[src/rtl/mips_pkg.sv]
`default_nettype none
// mips_pkg: shared types and defaults for the M-stage data-memory bridge.
// Revision: 1.0
package mips_pkg;

  localparam int ADDR_W_DEF = 32;
  localparam int DATA_W_DEF = 32;

  typedef enum logic [1:0] {
    IDLE = 2'd0,
    REQ  = 2'd1,
    RESP = 2'd2,
    DONE = 2'd3
  } state_t;

  // The bus only carries whole words, so the two low address bits must be zero.
  function automatic logic word_aligned(input logic [1:0] lsb);
    return (lsb == 2'b00);
  endfunction

endpackage
`default_nettype wire

[src/rtl/dmem_timeout_cnt.sv]
`default_nettype none
// dmem_timeout_cnt: clear/enable cycle counter with a terminal-count flag at TIMEOUT-1.
// Revision: 1.0
module dmem_timeout_cnt #(
  parameter int TIMEOUT = 255
) (
  input  logic clk,
  input  logic rst,
  input  logic clr,
  input  logic en,
  output logic tc
);

  localparam int CNT_W = $clog2(TIMEOUT + 1);
  localparam logic [CNT_W-1:0] LAST = CNT_W'(TIMEOUT - 1);

  logic [CNT_W-1:0] count;

  always_ff @(posedge clk) begin
    if (rst || clr) begin
      count <= '0;
    end else if (en && !tc) begin
      count <= count + 1'b1;
    end
  end

  assign tc = (count == LAST);

endmodule
`default_nettype wire

[src/rtl/dmem_bridge.sv]
`default_nettype none
// dmem_bridge: turns M-stage loads/stores into request/grant/response bus transactions,
// stalling the core until completion. Flags misaligned accesses and bus timeouts. Rev 1.0
module dmem_bridge
  import mips_pkg::*;
#(
  parameter int ADDR_W  = ADDR_W_DEF,
  parameter int DATA_W  = DATA_W_DEF,
  parameter int TIMEOUT = 255
) (
  input  logic              clk,
  input  logic              rst,
  input  logic              memreadM,
  input  logic              memwriteM,
  input  logic [ADDR_W-1:0] aluoutM,
  input  logic [DATA_W-1:0] writedataM,
  output logic [DATA_W-1:0] readdataM,
  output logic              stallM,
  output logic              err_o,
  output logic              bus_req,
  output logic              bus_we,
  output logic [ADDR_W-1:0] bus_addr,
  output logic [DATA_W-1:0] bus_wdata,
  input  logic              bus_gnt,
  input  logic              bus_rvalid,
  input  logic [DATA_W-1:0] bus_rdata
);

  state_t state;
  logic   access;
  logic   tmo;

  assign access = memreadM | memwriteM;

  // The IDLE term lets the hazard unit hold the pipeline in the very cycle the access appears.
  assign stallM = ((state == IDLE) && access) || (state == REQ) || (state == RESP);

  dmem_timeout_cnt #(
    .TIMEOUT(TIMEOUT)
  ) u_tmo (
    .clk (clk),
    .rst (rst),
    .clr (state == IDLE),
    .en  ((state == REQ) || (state == RESP)),
    .tc  (tmo)
  );

  always_ff @(posedge clk) begin
    if (rst) begin
      state     <= IDLE;
      readdataM <= '0;
      bus_req   <= 1'b0;
      bus_we    <= 1'b0;
      bus_addr  <= '0;
      bus_wdata <= '0;
      err_o     <= 1'b0;
    end else begin
      case (state)
        IDLE: begin
          if (access) begin
            if (word_aligned(aluoutM[1:0])) begin
              bus_addr  <= {aluoutM[ADDR_W-1:2], 2'b00};
              bus_wdata <= writedataM;
              bus_we    <= memwriteM;
              bus_req   <= 1'b1;
              state     <= REQ;
              // A simultaneous load and store is served as the store but still flagged.
              if (memreadM && memwriteM) begin
                err_o <= 1'b1;
              end
            end else begin
              readdataM <= '0;
              err_o     <= 1'b1;
              state     <= DONE;
            end
          end
        end

        REQ: begin
          if (bus_gnt) begin
            bus_req <= 1'b0;
            state   <= bus_we ? DONE : RESP;
          end else if (tmo) begin
            bus_req   <= 1'b0;
            readdataM <= '0;
            err_o     <= 1'b1;
            state     <= DONE;
          end
        end

        RESP: begin
          if (bus_rvalid) begin
            readdataM <= bus_rdata;
            state     <= DONE;
          end else if (tmo) begin
            readdataM <= '0;
            err_o     <= 1'b1;
            state     <= DONE;
          end
        end

        DONE: begin
          state <= IDLE;
        end

        default: begin
          state <= IDLE;
        end
      endcase
    end
  end

endmodule
`default_nettype wire

[config.mk]
export PLATFORM = sky130hd
export DESIGN_NAME = dmem_bridge
export DESIGN_NICKNAME = d
export VERILOG_FILES = /design/src/rtl/mips_pkg.sv /design/src/rtl/dmem_timeout_cnt.sv /design/src/rtl/dmem_bridge.sv
export SDC_FILE = /design/constraint.sdc
export NUM_CORES = 1
export LEC_CHECK = 0
export BUFFER_PORTS_ARGS = -buffer_cell sky130_fd_sc_hd__buf_2
export CAP_MARGIN = 20
export CORE_AREA = 4 4 99 101
export CTS_CLUSTER_SIZE = 14
export DETAILED_ROUTE_END_ITERATION = 6
export DIE_AREA = 0 0 103 105
export GPL_TIMING_DRIVEN = 0
export PLACE_DENSITY = 0.88
export SYNTH_ARGS = -nofsm -noshare
export SYNTH_HDL_FRONTEND = slang
export SYNTH_SLANG_ARGS = --single-unit
[constraint.sdc]
create_clock -name clk -period 2.61 [get_ports clk]
set_input_delay 0 -clock clk [delete_from_list [all_inputs] [get_ports clk]]
set_output_delay 0 -clock clk [all_outputs]
set_load 0.05 [all_outputs]
==> results.yml, run 1 <==
die:
  core_region_area_mm2: 0.009021
  ios: 202
  die_outline_area_mm2: 0.01082
  rows: 35
  die_x_um: 103
  floorplan.die.height_um: 105
  initial_core_util_pct: 43.27
global_route:
  grt_start_max_net_pins: 18
  gr-total-overflow: 0
  via_count_of_the_first_global_routing_pass: 4556
  grt_pass1_wl_um: 21600
  number_of_antenna_violations_at_the_first_check_in_global_routing: 0
  track_usage_pct: 25.22
critical_path:
  critPathArrivalTime_ns: 2.59
  worst-r2r-setup-slack_ns: 0.34
  critPathLaunch: "state[0]$_SDFFE_PP0N_"
  critical_path_peak_fanout: 10
  critPathLaunchType: "register"
  worst_r2r_startpoint: "state[0]$_SDFFE_PP0N_"
  endpoint_kind: "register"
  worst-endpoint-required_ns: 2.93
  cpMaxStageDelayCell: "sky130_fd_sc_hd__a21oi_1"
  worstSetupPathType: "reg -> reg"
  crit_chain: "inv_1 -> ha_1 -> nor3b_4 -> nor4_1 -> a21oi_1 -> buf_2 -> a22o_1"
  critPathMaxStageDelay_ns: 0.42
  reg2reg_depth: 7
flow_run:
  cap_viol_max_count: 0
finish:
  layout-drive-gt1-share_pct: 30.85
  final.fill_count: 656
  post-route-cell-area_mm2: 0.006251
  post_route_non_filler_standard_cell_count: 863
  antenna_cells_inserted: 0
  finalNetCount: 856
  area_growth_pct: 60.13
place:
  placement.cell_area_mm2: 0.005037
  gp_congestion: 0.8429
  numPlacedInstances: 749
  preCtsSetupSlack_ns: 0.3802
  dp_hpwl_um: 8390
  io_buffers: 198
power:
  ir_worst_vdd_v: 0.0003322
  power.leakage_nw: 2.887
  power.density_mw_per_mm2: 727.6
clock_network:
  clk_pin_slew_ns: 0.10
  clk-insertion-delay-late_ns: 0.38
  cts_root_buffer: "sky130_fd_sc_hd__clkbuf_8"
  maximum_buffer_depth_of_the_clock_tree: 2
  ctsHtreeMaxLevel: 3
  tritoncts.num_buffers: 9
  clock-sinks: 107
  postCtsSetupRepairBufs: 0
  clock_tree_from_tritoncts: "done"
logic_synthesis:
  synth_warnings: 0
  largest_family_of_logic_cells_by_synthesized_area: "compound AO/OA/AOI/OAI gates"
  synth.ff_latch_count: 107
  synth_seq_area_share_pct: 54.87
  post_synth_main_area_contributors: "sky130_fd_sc_hd__dfxtp_1 (55%), sky130_fd_sc_hd__nand2_1 (13%), sky130_fd_sc_hd__a21oi_1 (8.6%), sky130_fd_sc_hd__a22o_1 (7.2%), sky130_fd_sc_hd__ha_1 (1.9%)"
  yosys.cell_count.top_type: "sky130_fd_sc_hd__nand2_1"
  synthDominantAreaCellType: "sky130_fd_sc_hd__dfxtp_1"
  yosys.area_share.adder_pct: 1.923
  synth_compound_gate_area_share_pct: 18.78
  postSynth.asyncResetShare_pct: 0
  number_of_distinct_library_cell_variants_in_the_gate_level_netlist_after_synthesis: 44
  post_synth_and_or_nand_nor_area_fraction_pct: 18.14
  synth_ff_type: "sky130_fd_sc_hd__dfxtp_1"
  synthesized_area_divided_by_synthesized_cell_count_um2: 8.892
  post_synth_mux_area_share_pct: 0.2564
  parity_gate_share_of_the_synthesized_area_counting_xor_and_xnor_cells_pct: 1.346
  synth-edff-count: 0
  yosys.area.top_type_share_pct: 54.87
  synth_area_mm2: 0.003904
  synth_top_cells_by_count: "sky130_fd_sc_hd__nand2_1 (131), sky130_fd_sc_hd__dfxtp_1 (107), sky130_fd_sc_hd__a21oi_1 (67)"
  synthesis.instances: 439
sta:
  worst_slew_pin_slew_ns: 0.8037
  final_min_period_over_clock_period_pct: 87.06
  timing.final.setup_violations: 0
  unrepaired_setup_endpoints_after_global_routing: "false"
  fin_skew_ns: 0.01430
  timing.final.crit_period_ns: 2.272
  timing.max_slew.rel_slack_pct: 46.06
  final_hold_viol_count: 0
  setup-tns-final_ns: 0
  setup_ws_ns: 0.3377
  clock.fmax_mhz: 440.1
  timing.final.max_slew_violations: 0
route:
  detail_route.vias_per_cell: 5.121
  dr_total_vias: 4419
  avgRoutedWirePerCell_um: 16.02
  first_pass_iters: 5
  ant_nets: 0
  postRouteWirelength_um: 13830
  drtIter0Drc: 197
  detail_route.drc_violations: 0
outcome:
  status: "complete, no violations"
min_path:
  timing.hold.worst_path_depth: 5
  holdCritStartpoint: "memreadM"
  min-delay-path-class: "in -> reg"
[logic make-up (layout without fill, tap and decap cells)]
family                     count (synthesis)  count (layout)
and+or+nand+nor                          166             166
DFF                                      107             107
xor gates and xnor gates                   6               6
muxes                                      1               1
other                                      1               2
adders and majority gates                  6               6
AOI/OAI and AO/OA                        116             116
buffers and inverters                     36             348
[layout make-up]
class	count	area (um^2)	share of cell area, %
Clock inverter	5	85.08	1.361
Multi-Input combinational cell	297	1587	25.38
Clock buffer	10	137.6	2.202
Inverter	5	18.77	0.3002
Tap cell	111	138.9	2.222
Sequential cell	107	2142	34.27
Buffer	31	160.2	2.562
Timing Repair Buffer	297	1982	31.71
[layer usage]
| layer | track usage, % | vias to the layer above | part of all wire (%) |
|---|---|---|---|
| met2 | 44.27 | 227 | 50 |
| met1 | 26.33 | 2033 | 37 |
| met3 | 7.877 | 54 | 9.5 |
| li1 | - | 2105 | - |
| met4 | 12.86 | 0 | 3.9 |
| met5 | 0 | - | 0 |
[registers in the layout, indices dropped and copies added (netlist names)]
register,cells
bus_wdata,32
readdataM,32
bus_addr,30
u_tmo.count,8
state,2
bus_req,1
bus_we,1
err_o,1
[final timing paths]
path | end
setup / recovery | readdataM[10]$_SDFFE_PP0P_
hold / removal | err_o$_SDFFE_PP0P_
setup reg to reg | readdataM[10]$_SDFFE_PP0P_
hold reg to reg | bus_addr[16]$_SDFFE_PP0P_
[critical path: cells and delay by family (launching register included)]
kind | cells | cell delay [ns]
AO/OA/AOI/OAI | 2 | 0.60
AND/OR/NAND/NOR | 2 | 0.49
buffers and inverters | 2 | 0.44
adder cells (fa/ha/maj) | 1 | 0.35
flip-flops | 1 | 0.34
[placed cells by master (no fill, tap or decap), drive strengths merged, types with 2 or more instances in the layout]
cell type and n:
inv 6, a21oi 67, a22o 32, nand2 131
nor3 4, nand4 2, dfxtp 107, xor2 2
and3 2, nor2 12, dlygate4sd3 99, ha 6
bufinv 2, clkbuf 25, nor2b 2, or3 2
o21ai 6, xnor2 4, conb 2, buf 214
nor3b 2
[report_power, final]
| part | switching [W] | total, W | internal (W) | leakage (nW) |
|---|---|---|---|---|
| registers | 0.0000842 | 0.00185 | 0.00177 | 0.867 |
| logic | 0.00104 | 0.00156 | 0.000517 | 1.91 |
| clock network | 0.000566 | 0.00113 | 0.000567 | 0.109 |
[timing repair]
action | in CTS | in global routing
hold endpoints to repair | 97 | 0
gates resized for setup | 0 | 0
hold buffers | 99 | 0
[through the flow]
stage | power, W | util [%] | hold WS (ns)
after global routing | 0.004765 | 69.29 | 0.06419
after detailed placement | 0.003298 | 55.84 | 0.2196
after CTS | 0.004544 | 69.29 | 0.03143
after floorplan | 0.002917 | - | 0.1326
after global placement | 0.003253 | 55.84 | 0.2228
final | 0.004548 | 69.29 | 0.04484
(Power assumes the default switching activity.)
==> run 2, diff against run 1 <==
- MAX_ROUTING_LAYER: not set -> met4
- REMOVE_ABC_BUFFERS: not set -> 1
==> run 2 against run 1 <==
  * Via count is 2.3% lower
  * Core utilization is 0.96 points lower
  * Clock skew is 0.0026 ns lower
  * Worst setup slack got worse by 0.14 ns
  * Final cell count fell by 3.1%
  * Cell area fell by 1.4%
  * Hold slack got worse by 0.025 ns
  * Die area did not move
  * Non-clock buffer count is 28 lower
  * Power decreased by 1.1%
  * Critical path depth down 1
  * Routed wire length fell by 5.5%
  * Largest cell class is now sequential cells
  * Largest power group unchanged
==> results.yml, run 2 (synthesized netlist as in run 1, its figures left out) <==
clock_network:
  clock_tree_from_tritoncts: "done"
  maximum_buffer_depth_of_the_clock_tree: 2
  postCtsSetupRepairBufs: 0
  clock-sinks: 107
  clk-insertion-delay-late_ns: 0.35
  cts_root_buffer: "sky130_fd_sc_hd__clkbuf_8"
  tritoncts.num_buffers: 9
  ctsHtreeMaxLevel: 3
  clk_pin_slew_ns: 0.11
critical_path:
  worstSetupPathType: "reg -> reg"
  critPathLaunchType: "register"
  critPathArrivalTime_ns: 2.70
  worst-endpoint-required_ns: 2.90
  reg2reg_depth: 6
  endpoint_kind: "register"
  critical_path_peak_fanout: 32
sta:
  timing.final.max_slew_violations: 0
  final_min_period_over_clock_period_pct: 92.38
  hold-worst-slack_ns: 0.01974
  timing.max_slew.rel_slack_pct: 54.59
  worst_slew_pin_slew_ns: 0.6786
  unrepaired_setup_endpoints_after_global_routing: "false"
  timing.final.setup_violations: 0
  clock.fmax_mhz: 414.8
  timing.final.crit_period_ns: 2.411
  fin_skew_ns: 0.01169
  final_hold_viol_count: 0
finish:
  area_growth_pct: 57.92
  finalNetCount: 828
  antenna_cells_inserted: 0
  layout-drive-gt1-share_pct: 31.17
  most-common-layout-cells: "sky130_fd_sc_hd__buf_2 (199), sky130_fd_sc_hd__nand2_1 (131), sky130_fd_sc_hd__dfxtp_1 (107)"
  post-route-cell-area_mm2: 0.006165
  final_core_util_pct: 68.34
  mostFrequentLayoutCell: "sky130_fd_sc_hd__buf_2"
  post_route_non_filler_standard_cell_count: 836
  final.fill_count: 624
  layout_top_registers: "bus_wdata (32), readdataM (32), bus_addr (30)"
power:
  power.leakage_nw: 2.815
  ir_worst_vdd_v: 0.0004531
  power.density_mw_per_mm2: 729.9
  power.share.clock_pct: 24.3
  power_report.internal_total_w: 0.002797
  total_switching_power_w: 0.001702
  switching_share_pct: 37.83
  share_comb_of_total_power_pct: 34.5
  power.share.sequential_pct: 41.1
route:
  postRouteWirelength_um: 13070
  dr_total_vias: 4317
  detail_route.vias_per_cell: 5.164
  first_pass_iters: 5
  avgRoutedWirePerCell_um: 15.63
  ant_nets: 0
  detail_route.drc_violations: 0
  drtIter0Drc: 245
global_route:
  grt_start_max_net_pins: 72
  grt_pass1_wl_um: 20220
  via_count_of_the_first_global_routing_pass: 4347
  gr-total-overflow: 0
  track_usage_pct: 23.91
  number_of_antenna_violations_at_the_first_check_in_global_routing: 0
die:
  ios: 202
  floorplan.die.height_um: 105
  rows: 35
  core_region_area_mm2: 0.009021
  die_outline_area_mm2: 0.01082
  die_x_um: 103
  initial_core_util_pct: 43.27
place:
  dp_hpwl_um: 7520
  gp_congestion: 0.8106
  io_buffers: 199
  placement.cell_area_mm2: 0.004954
  numPlacedInstances: 722
flow_run:
  cap_viol_max_count: 0
min_path:
  timing.hold.worst_path_depth: 2
  min-delay-path-class: "in -> reg"
outcome:
  status: "complete, no violations"
[run 2: cell count changes in the layout (fill, tap and decap cells not counted), moves of 2 or more]
cell and delta:
sky130_fd_sc_hd__clkbuf_1 -15, sky130_fd_sc_hd__buf_2 -10, sky130_fd_sc_hd__buf_12 +3, sky130_fd_sc_hd__buf_6 -3, sky130_fd_sc_hd__inv_6 +3, sky130_fd_sc_hd__buf_4 -2, sky130_fd_sc_hd__dlygate4sd3_1 -2
[run 2: stage by stage]
stage	setup TNS (ns)	setup slack (ns)	total power, W
after global routing	0	0.01742	0.004702
after detailed placement	-5.289	-0.1773	0.003282
after CTS	0	0.06900	0.004481
after global placement	-80.27	-1.157	0.003185
final	0	0.1989	0.004499
after floorplan	-1.732	-0.1008	0.002855
[run 2: power by group through the flow]
stage          clock, W  sequential (W)  combinational [W]
3_5_place_dp          0         0.00188            0.00140
3_3_place_gp          0         0.00188            0.00131
6_report        0.00109         0.00185            0.00155
4_1_cts         0.00112         0.00185            0.00152
5_1_grt         0.00117         0.00187            0.00166
2_1_floorplan         0         0.00228           0.000580
[run 2: per-layer routing]
layer / part of all wire (%) / wire [um] / track usage (%) / vias to the layer above
li1: - / - / - / 2045
met1: 38 / 4904 / 25.67 / 1958
met2: 50 / 6488 / 41.57 / 265
met3: 9.2 / 1202 / 5.340 / 49
met4: 3.6 / 471 / 10.08 / 0
met5: 0 / 0 / - / -
[run 2: area by class of cell]
type / count / area (um^2) / share of cell area (%)
tap: 111 / 138.9 / 2.253
inverter: 5 / 18.77 / 0.3044
multi-input combinational: 297 / 1607 / 26.06
clock buffer: 11 / 151.4 / 2.456
clock inverter: 5 / 65.06 / 1.055
timing repair buffer: 300 / 2042 / 33.12
sequential: 107 / 2142 / 34.75
[run 2: critical path, cell delays in order, from the launching register on]
cell and delay, ns:
sky130_fd_sc_hd__dfxtp_1 0.42, sky130_fd_sc_hd__inv_1 0.09, sky130_fd_sc_hd__ha_1 0.29, sky130_fd_sc_hd__nor3b_4 0.22, sky130_fd_sc_hd__nor4_1 0.50, sky130_fd_sc_hd__and4bb_4 0.59, sky130_fd_sc_hd__a22o_1 0.22
[run 2: worst paths after layout]
check	start	to	slack (ns)
hold reg to reg	bus_wdata[3]$_SDFFE_PP0P_	bus_wdata[3]$_SDFFE_PP0P_	0.46
setup / recovery	state[1]$_SDFFE_PP0N_	readdataM[13]$_SDFFE_PP0P_	0.20
setup reg to reg	state[1]$_SDFFE_PP0N_	readdataM[13]$_SDFFE_PP0P_	0.20
hold / removal	rst	bus_addr[8]$_SDFFE_PP0P_	0.02
[run 2: what timing repair did]
| action | in CTS | in global routing |
|---|---|---|
| endpoints found under the setup margin | 32 | 32 |
| hold buffers | 97 | 0 |
| resized for setup | 1 | 1 |
| endpoints found under the hold margin | 96 | 0 |
| pin swaps | 0 | 0 |
==> run 3, diff against run 2 <==
- REMOVE_ABC_BUFFERS: 1 -> not set
==> run 3 against run 2 <==
  * Clock skew increased by 0.0016 ns
  * Non-clock buffer count increased by 28
  * Power increased by 1.0%
  * Critical path type unchanged
==> results.yml, run 3 (synthesized netlist as in run 1, its figures left out) <==
finish:
  post-route-cell-area_mm2: 0.006251
  antenna_cells_inserted: 0
  final.fill_count: 656
  most-common-layout-cells: "sky130_fd_sc_hd__buf_2 (209), sky130_fd_sc_hd__nand2_1 (131), sky130_fd_sc_hd__dfxtp_1 (107)"
  finalNetCount: 856
  mostFrequentLayoutCell: "sky130_fd_sc_hd__buf_2"
  area_growth_pct: 60.13
  layout_top_registers: "bus_wdata (32), readdataM (32), bus_addr (30)"
  final_core_util_pct: 69.29
  layout-drive-gt1-share_pct: 30.85
place:
  dp_hpwl_um: 8390
  preCtsSetupSlack_ns: 0.3802
  placement.cell_area_mm2: 0.005037
  io_buffers: 198
  gp_congestion: 0.8561
clock_network:
  clk_pin_slew_ns: 0.10
  clock_tree_from_tritoncts: "done"
  postCtsSetupRepairBufs: 0
  ctsHtreeMaxLevel: 3
  maximum_buffer_depth_of_the_clock_tree: 2
  clock-sinks: 107
  cts_resized: 0
  tritoncts.num_buffers: 9
  clk-insertion-delay-late_ns: 0.37
  cts_root_buffer: "sky130_fd_sc_hd__clkbuf_8"
sta:
  timing.final.max_slew_violations: 0
  setup_ws_ns: 0.3380
  timing.final.crit_period_ns: 2.272
  timing.final.setup_violations: 0
  unrepaired_setup_endpoints_after_global_routing: "false"
  worst_slew_pin_slew_ns: 0.8060
  fin_skew_ns: 0.01329
  clock.fmax_mhz: 440.1
  final_hold_viol_count: 0
  timing.max_slew.rel_slack_pct: 45.90
  setup-tns-final_ns: 0
  final_min_period_over_clock_period_pct: 87.05
route:
  dr_total_vias: 4427
  avgRoutedWirePerCell_um: 16.00
  detail_route.drc_violations: 0
  ant_nets: 0
  postRouteWirelength_um: 13810
  first_pass_iters: 4
  detail_route.vias_per_cell: 5.130
  drtIter0Drc: 209
die:
  floorplan.die.height_um: 105
  initial_core_util_pct: 43.27
  rows: 35
  ios: 202
  core_region_area_mm2: 0.009021
  die_outline_area_mm2: 0.01082
  die_x_um: 103
flow_run:
  cap_viol_max_count: 0
global_route:
  via_count_of_the_first_global_routing_pass: 4549
  grt_pass1_wl_um: 21530
  number_of_antenna_violations_at_the_first_check_in_global_routing: 0
  grt_start_max_net_pins: 18
  gr-total-overflow: 0
  track_usage_pct: 25.81
critical_path:
  critPathArrivalTime_ns: 2.58
  worstSetupPathType: "reg -> reg"
  critPathLaunchType: "register"
  critical_path_peak_fanout: 10
  endpoint_kind: "register"
  worst-endpoint-required_ns: 2.92
power:
  power.density_mw_per_mm2: 727.1
  ir_worst_vdd_v: 0.0003327
  total_power_w: 0.004545
  power.leakage_nw: 2.887
min_path:
  min-delay-path-class: "in -> reg"
outcome:
  status: "complete, no violations"
run 3: cell types whose count changed in the layout (fill, tap and decap cells not counted), moves of 2 or more:
cell,change
sky130_fd_sc_hd__clkbuf_1,+15
sky130_fd_sc_hd__dlygate4sd3_1,+2
sky130_fd_sc_hd__buf_12,-3
sky130_fd_sc_hd__buf_4,+2
sky130_fd_sc_hd__buf_6,+3
sky130_fd_sc_hd__buf_2,+10
sky130_fd_sc_hd__inv_6,-3
run 3: worst max-delay path, stage by stage (launching register included):
cell                      delay (ns)
sky130_fd_sc_hd__dfxtp_1        0.34
sky130_fd_sc_hd__inv_1          0.12
sky130_fd_sc_hd__ha_1           0.34
sky130_fd_sc_hd__nor3b_4        0.37
sky130_fd_sc_hd__nor4_1         0.13
sky130_fd_sc_hd__a21oi_1        0.42
sky130_fd_sc_hd__buf_2          0.32
sky130_fd_sc_hd__a22o_1         0.18
run 3: area by class of cell:
type                    count  area, um^2  area share, %
plain buffers              31       160.2          2.562
clock buffers              10       137.6          2.202
clock inverters             5       85.08          1.361
inverters                   5       18.77         0.3002
multi-input cells         297        1587          25.38
flip-flops and latches    107        2142          34.27
well taps                 111       138.9          2.222
repair buffers            297        1982          31.71
run 3: timing repair:
item,4_1_cts,5_1_grt
setup endpoints to repair,0,0
hold buffers,99,0
hold endpoints to repair,97,0
run 3: through the flow:
stage          instances  hold WS [ns]
4_1_cts              863       0.03143
5_1_grt              863       0.06972
2_1_floorplan        440        0.1326
3_5_place_dp         749        0.2196
6_report             863       0.05393
3_3_place_gp         749        0.2228
run 3: where the power goes:
| group | total [W] | internal, W | switching, W |
|---|---|---|---|
| Clock | 0.00113 | 0.000567 | 0.000564 |
| Sequential | 0.00185 | 0.00177 | 0.0000836 |
| Combinational | 0.00156 | 0.000517 | 0.00104 |
run 3: routing by layer:
layer / vias to the layer above / track usage [%] / wire length [um]
met1: 2039 / 26.87 / 5186
met3: 50 / 6.275 / 1177
met5: - / - / 0
met2: 226 / 44.45 / 6937
met4: 0 / 12.86 / 510
li1: 2112 / - / -
run 3: path summary, 6_finish.rpt:
path                         startpoint                         end  slack [ns]  cells past startpoint
max               state[0]$_SDFFE_PP0N_  readdataM[10]$_SDFFE_PP0P_        0.34                      7
min                            memreadM          err_o$_SDFFE_PP0P_        0.05                      5
max reg2reg       state[0]$_SDFFE_PP0N_  readdataM[10]$_SDFFE_PP0P_        0.34                      7
min reg2reg  bus_wdata[22]$_SDFFE_PP0P_  bus_wdata[22]$_SDFFE_PP0P_        0.46                      2
